`config.mk`:
```
export PLATFORM = sky130hd
export DESIGN_NAME = kt_move_sched
export DESIGN_NICKNAME = d
export VERILOG_FILES = /design/src/rtl/kt_move_sched.sv
export SDC_FILE = /design/constraint.sdc
export NUM_CORES = 1
export LEC_CHECK = 0
export CAP_MARGIN = 0
export CELL_PAD_IN_SITES_DETAIL_PLACEMENT = 1
export CELL_PAD_IN_SITES_GLOBAL_PLACEMENT = 2
export CORE_UTILIZATION = 38
export DETAILED_ROUTE_END_ITERATION = 12
export PLACE_DENSITY_LB_ADDON = 0.15
export SLEW_MARGIN = 40
export SYNTH_ARGS = -nofsm -noshare
export SYNTH_HDL_FRONTEND = slang
export SYNTH_SLANG_ARGS = --single-unit
export TNS_END_PERCENT = 10
```
`constraint.sdc`:
```
create_clock -name clk -period 12.35 [get_ports clk]
set_input_delay 1.8525 -clock clk [delete_from_list [all_inputs] [get_ports clk]]
set_output_delay 1.8525 -clock clk [all_outputs]
set_load 0.01 [all_outputs]
```
`src/rtl/kt_move_sched.sv`:
```
// Knight's-tour move scheduler: owns the visited bitmap and scans the eight
// knight directions one per cycle, returning the first legal unvisited move.
module kt_move_sched #(
  parameter int N         = 5,
  parameter bit AUTO_MARK = 1'b1
) (
  input  logic       clk,
  input  logic       rst_n,
  input  logic       req_valid,
  output logic       req_ready,
  input  logic [2:0] req_x,
  input  logic [2:0] req_y,
  input  logic [2:0] req_dir,
  input  logic       abort,
  output logic       rsp_valid,
  output logic       rsp_found,
  output logic [2:0] rsp_dir,
  output logic [2:0] rsp_x,
  output logic [2:0] rsp_y,
  output logic [3:0] rsp_tries,
  input  logic       mark_en,
  input  logic       unmark_en,
  input  logic [2:0] mark_x,
  input  logic [2:0] mark_y,
  input  logic       clr,
  output logic [5:0] visited_cnt,
  output logic       board_full
);

  localparam int         NN  = N * N;
  localparam logic [2:0] N3  = 3'(N);
  localparam logic [5:0] N6  = 6'(N);
  localparam logic [5:0] NN6 = 6'(NN);

  typedef enum logic {IDLE, SCAN} state_t;

  state_t      state_q, state_d;
  logic [2:0]  cur_x_q, cur_x_d, cur_y_q, cur_y_d;
  logic [2:0]  dir_ptr_q, dir_ptr_d;
  logic [3:0]  tries_q, tries_d;
  logic        rsp_valid_q, rsp_valid_d, rsp_found_q, rsp_found_d;
  logic [2:0]  rsp_dir_q, rsp_dir_d, rsp_x_q, rsp_x_d, rsp_y_q, rsp_y_d;
  logic [3:0]  rsp_tries_q, rsp_tries_d;
  // 64 bits so any 6-bit cell index is a valid select; cells >= N*N stay 0
  logic [63:0] bitmap_q, bitmap_d;
  logic [5:0]  visited_cnt_q, visited_cnt_d;
  logic        board_full_q, board_full_d;

  logic signed [3:0] dx, dy, dst_x, dst_y;
  logic [5:0]  dst_idx, mark_idx;
  logic        in_bounds, legal, pos_oob, mark_ok, auto_mark;
  logic [3:0]  tries_inc;

  always_comb begin
    dx = 4'sd0;
    dy = 4'sd0;
    case (dir_ptr_q)
      3'd0: begin dx = -4'sd1; dy =  4'sd2; end
      3'd1: begin dx =  4'sd1; dy =  4'sd2; end
      3'd2: begin dx =  4'sd2; dy =  4'sd1; end
      3'd3: begin dx =  4'sd2; dy = -4'sd1; end
      3'd4: begin dx =  4'sd1; dy = -4'sd2; end
      3'd5: begin dx = -4'sd1; dy = -4'sd2; end
      3'd6: begin dx = -4'sd2; dy = -4'sd1; end
      default: begin dx = -4'sd2; dy = 4'sd1; end
    endcase
  end

  assign dst_x     = $signed({1'b0, cur_x_q}) + dx;
  assign dst_y     = $signed({1'b0, cur_y_q}) + dy;
  assign in_bounds = !dst_x[3] && !dst_y[3] && (dst_x[2:0] < N3) && (dst_y[2:0] < N3);
  assign dst_idx   = N6 * {3'b000, dst_x[2:0]} + {3'b000, dst_y[2:0]};
  assign legal     = in_bounds && !bitmap_q[dst_idx];
  assign pos_oob   = (cur_x_q >= N3) || (cur_y_q >= N3);
  assign tries_inc = tries_q + 4'd1;

  assign mark_ok  = (mark_x < N3) && (mark_y < N3);
  assign mark_idx = N6 * {3'b000, mark_x} + {3'b000, mark_y};

  always_comb begin
    state_d     = state_q;
    cur_x_d     = cur_x_q;
    cur_y_d     = cur_y_q;
    dir_ptr_d   = dir_ptr_q;
    tries_d     = tries_q;
    rsp_valid_d = 1'b0;
    rsp_found_d = rsp_found_q;
    rsp_dir_d   = rsp_dir_q;
    rsp_x_d     = rsp_x_q;
    rsp_y_d     = rsp_y_q;
    rsp_tries_d = rsp_tries_q;
    auto_mark   = 1'b0;
    case (state_q)
      IDLE: begin
        if (req_valid) begin
          cur_x_d   = req_x;
          cur_y_d   = req_y;
          dir_ptr_d = req_dir;
          tries_d   = 4'd0;
          state_d   = SCAN;
        end
      end
      default: begin
        if (abort) begin
          state_d = IDLE;
        end else if (pos_oob) begin
          // off-board origin: fail without scanning
          rsp_valid_d = 1'b1;
          rsp_found_d = 1'b0;
          rsp_dir_d   = dir_ptr_q;
          rsp_x_d     = 3'd0;
          rsp_y_d     = 3'd0;
          rsp_tries_d = 4'd0;
          state_d     = IDLE;
        end else begin
          tries_d = tries_inc;
          if (legal) begin
            rsp_valid_d = 1'b1;
            rsp_found_d = 1'b1;
            rsp_dir_d   = dir_ptr_q;
            rsp_x_d     = dst_x[2:0];
            rsp_y_d     = dst_y[2:0];
            rsp_tries_d = tries_inc;
            auto_mark   = AUTO_MARK;
            state_d     = IDLE;
          end else if (tries_inc == 4'd8) begin
            rsp_valid_d = 1'b1;
            rsp_found_d = 1'b0;
            rsp_dir_d   = dir_ptr_q;
            rsp_x_d     = 3'd0;
            rsp_y_d     = 3'd0;
            rsp_tries_d = tries_inc;
            state_d     = IDLE;
          end else begin
            dir_ptr_d = dir_ptr_q + 3'd1;
          end
        end
      end
    endcase
  end

  // later assignments win: unmark < mark/auto-mark, clr overrides all
  always_comb begin
    bitmap_d = bitmap_q;
    if (clr) begin
      bitmap_d = '0;
    end else begin
      if (unmark_en && mark_ok) bitmap_d[mark_idx] = 1'b0;
      if (mark_en && mark_ok)   bitmap_d[mark_idx] = 1'b1;
      if (auto_mark)            bitmap_d[dst_idx]  = 1'b1;
    end
    visited_cnt_d = '0;
    for (int i = 0; i < NN; i++) visited_cnt_d = visited_cnt_d + {5'b00000, bitmap_d[i]};
    board_full_d = (visited_cnt_d == NN6);
  end

  always_ff @(posedge clk or negedge rst_n) begin
    if (!rst_n) begin
      state_q       <= IDLE;
      cur_x_q       <= '0;
      cur_y_q       <= '0;
      dir_ptr_q     <= '0;
      tries_q       <= '0;
      rsp_valid_q   <= 1'b0;
      rsp_found_q   <= 1'b0;
      rsp_dir_q     <= '0;
      rsp_x_q       <= '0;
      rsp_y_q       <= '0;
      rsp_tries_q   <= '0;
      bitmap_q      <= '0;
      visited_cnt_q <= '0;
      board_full_q  <= 1'b0;
    end else begin
      state_q       <= state_d;
      cur_x_q       <= cur_x_d;
      cur_y_q       <= cur_y_d;
      dir_ptr_q     <= dir_ptr_d;
      tries_q       <= tries_d;
      rsp_valid_q   <= rsp_valid_d;
      rsp_found_q   <= rsp_found_d;
      rsp_dir_q     <= rsp_dir_d;
      rsp_x_q       <= rsp_x_d;
      rsp_y_q       <= rsp_y_d;
      rsp_tries_q   <= rsp_tries_d;
      bitmap_q      <= bitmap_d;
      visited_cnt_q <= visited_cnt_d;
      board_full_q  <= board_full_d;
    end
  end

  assign req_ready   = (state_q == IDLE);
  assign rsp_valid   = rsp_valid_q;
  assign rsp_found   = rsp_found_q;
  assign rsp_dir     = rsp_dir_q;
  assign rsp_x       = rsp_x_q;
  assign rsp_y       = rsp_y_q;
  assign rsp_tries   = rsp_tries_q;
  assign visited_cnt = visited_cnt_q;
  assign board_full  = board_full_q;

endmodule

```
==> reports/qor.yml <==
end_kind: "flop"
htree_levels: 3
crit_path_start_kind: "flop"
route.detailed.drc: 0
setup_viol: 0
cp_top_family: "adder cells"
rsz0062_at_grt: "false"
ctsLongestPathBuffers: 2
ant_nets: 0
drt_iter0_drc: 524
final_nets: 925
ios: 45
tightest_slew_ps: 870
maxSlewHeadroom: 0.418
synth-seq-cells: 99
die_x_microns: 140
firstDrtPassIters: 5
clk_latency_ps: 360
cts_inserted_buffers: 9
synthArstFlopShare: 1.00
busiest_layer: "met2"
cpMostUsedCell: "fa_1"
wl_mm: 26.4
crit_fanout: 37
grt_start_max_net_pins: 70
yosys_warnings: 0
syn-instance-count: 817
synth_cell_types: 70
cts.sinks: 99
cts-resized-gates: 0
critPathBufInv: 5
met3_usage: 0.0417
critPathKind: "reg2reg"
grt_use_met2: 0.455
status: "finished, final reports clean"
core_area_sq_mm: 0.0188
min_period_ps: 9810
synth-main-ff-cell: "dfrtp_1"
worstPathArrival_ps: 10110
post-cts-setup-buffers: 0
cts_root_buffer: "clkbuf_16"
globalRouteMet1Util: 0.383
overflow: 0
hold_viol: 0
wire_per_inst_microns: 24.3
cts_tree: "done"
grt_pass1_vias: 7111
drive_above_1_share: 0.124
cap_violations: 0
required_ps: 12650
row_count: 50
ys_seq_area_frac: 0.340
vias_per_cell: 6.15
slowest_stage: "and3b_1"
fin_worst_skew_ps: 10.7
holdWs_ps: 529
synth_edf_count: 0
port_buffers: 43
nFillCells: 2179
grt.total_usage: 0.281
routed-via-count: 6674
syn_to_final_growth_pct: 14.0
slowest_delay_ps: 650
fin_crit_sh: 0.794
clkTransAtPathRegs_ps: 80
die_y_microns: 140
dpl.hpwl_mm: 19.1
drv_slew: 0
fmax_ghz: 0.102
grt_pass1_wl_mm: 41.8
syn_nets: 897
start_util: 0.388
finalSetupTns_ps: 0
min_path_type: "reg2reg"
cts_hold_buf: 0
syn-cell-area_sq_mm: 0.00728
die_area_sq_mm: 0.0197
postSynthAreaPerCell_sq_um: 8.92
grt_antenna_before_repair: 0
routabilityCongestion: 0.939
worst register-to-register path: cells and delay by family, from the launching register on:
family / cells / cell delay (ps)
adder cells (fa/ha/maj): 11 / 4780
buffers and inverters: 5 / 1150
AND/OR/NAND/NOR: 3 / 1010
AO/OA/AOI/OAI: 5 / 920
multiplexers: 3 / 870
XOR/XNOR: 2 / 540
flip-flops: 1 / 470
placed cells by master (no fill, tap or decap), types with 5 or more instances in the layout:
master | netlist | routed
dfrtp_1 | 99 | 99
and3_1 | 9 | 9
nand3_1 | 20 | 20
fa_1 | 22 | 22
xnor2_1 | 10 | 9
o21ai_0 | 63 | 63
o2bb2ai_1 | 20 | 20
a31oi_1 | 10 | 10
nand4_1 | 10 | 10
clkdlybuf4s50_1 | 0 | 41
mux2i_1 | 14 | 14
xor2_1 | 5 | 5
o211ai_1 | 10 | 10
a31o_2 | 23 | 23
nand2_1 | 120 | 120
nor3_1 | 15 | 9
a21oi_1 | 63 | 63
mux4_2 | 7 | 7
or2_2 | 5 | 5
a21o_1 | 21 | 21
buf_4 | 1 | 20
or3_1 | 6 | 6
ha_1 | 36 | 35
clkbuf_16 | 0 | 9
inv_1 | 35 | 35
nor2_2 | 4 | 11
nand2b_1 | 13 | 13
nor2_1 | 46 | 39
a22oi_1 | 31 | 31
synthesized netlist by cell type (5+ instances only):
cell type  count  area, sq um
nor3_1        15         75.1
a21oi_1       63          315
clkbuf_1      28          105
mux4_2         7          158
nor2_1        46          173
dfrtp_1       99         2480
a22oi_1       31          233
nand4_1       10         62.6
nand2_1      120          450
a31oi_1       10         62.6
fa_1          22          440
a21o_1        21          158
o211ai_1      10         75.1
and3_1         9         56.3
nand3_1       20          100
mux2i_1       14          140
inv_1         35          131
xnor2_1       10         87.6
nand2b_1      13         81.3
buf_2          9         45.0
o2bb2ai_1     20          175
o21ai_0       63          315
or2_2          5         31.3
xor2_1         5         43.8
a31o_2        23          201
ha_1          36          450
or3_1          6         37.5
metal layers:
layer	up-vias	share of wire
li1	3016	-
met2	190	0.47
met3	49	0.049
met5	-	0
met4	0	0.027
met1	3419	0.46
sequential cells by signal, indices dropped and copies added (netlist names):
| signal | count |
|---|---|
| dir_ptr_q | 3 |
| rsp_tries | 4 |
| state_q | 1 |
| cur_y_q | 3 |
| cur_x_q | 3 |
| tries_q | 4 |
| rsp_y | 3 |
| rsp_found | 1 |
| visited_cnt | 5 |
| board_full | 1 |
| bitmap_q | 64 |
| rsp_dir | 3 |
| rsp_valid | 1 |
| rsp_x | 3 |
logic make-up after synthesis:
logic type	synth area share
adder cells (fa/ha/maj)	0.122
AND/OR/NAND/NOR	0.179
AO/OA/AOI/OAI	0.241
XOR/XNOR	0.0203
buffers and inverters	0.0505
multiplexers	0.0460
flip-flops	0.340
other	0.000515
final timing paths:
check | slack (ps) | from | end | cells past startpoint
max reg2reg | 2540 | dir_ptr_q[0] | board_full | 29
max | 2540 | dir_ptr_q[0] | board_full | 29
min | 530 | rsp_found | rsp_found | 2
min reg2reg | 530 | rsp_found | rsp_found | 2
max in group asynchronous | 9640 | rst_n | tries_q[0] | 2
min in group asynchronous | 1520 | rst_n | bitmap_q[41] | 1
area by class of cell:
type / instances / area, sq um / area share
diodes: 1 / 2.50 / 0.000301
repair buffers: 62 / 566 / 0.0681
flip-flops and latches: 99 / 2480 / 0.298
clock inverters: 5 / 66.3 / 0.00798
multi-input cells: 638 / 4520 / 0.544
inverters: 35 / 131 / 0.0158
clock buffers: 11 / 253 / 0.0304
well taps: 234 / 293 / 0.0352
metrics by stage:
step / utilization / std cells / area (sq um) / setup WS [ps]
after floorplan: - / 817 / 7280 / 3790
final: 0.443 / 1085 / 8310 / 2540
after global routing: 0.442 / 1084 / 8300 / 2070
after global placement: 0.422 / 1068 / 7930 / 2980
after CTS: 0.442 / 1084 / 8290 / 2610
after detailed placement: 0.425 / 1068 / 7970 / 2630
Power is left out: the tool's default activity adds up to more than one toggle a clock period on the data nets, which glitch-free logic cannot reach.
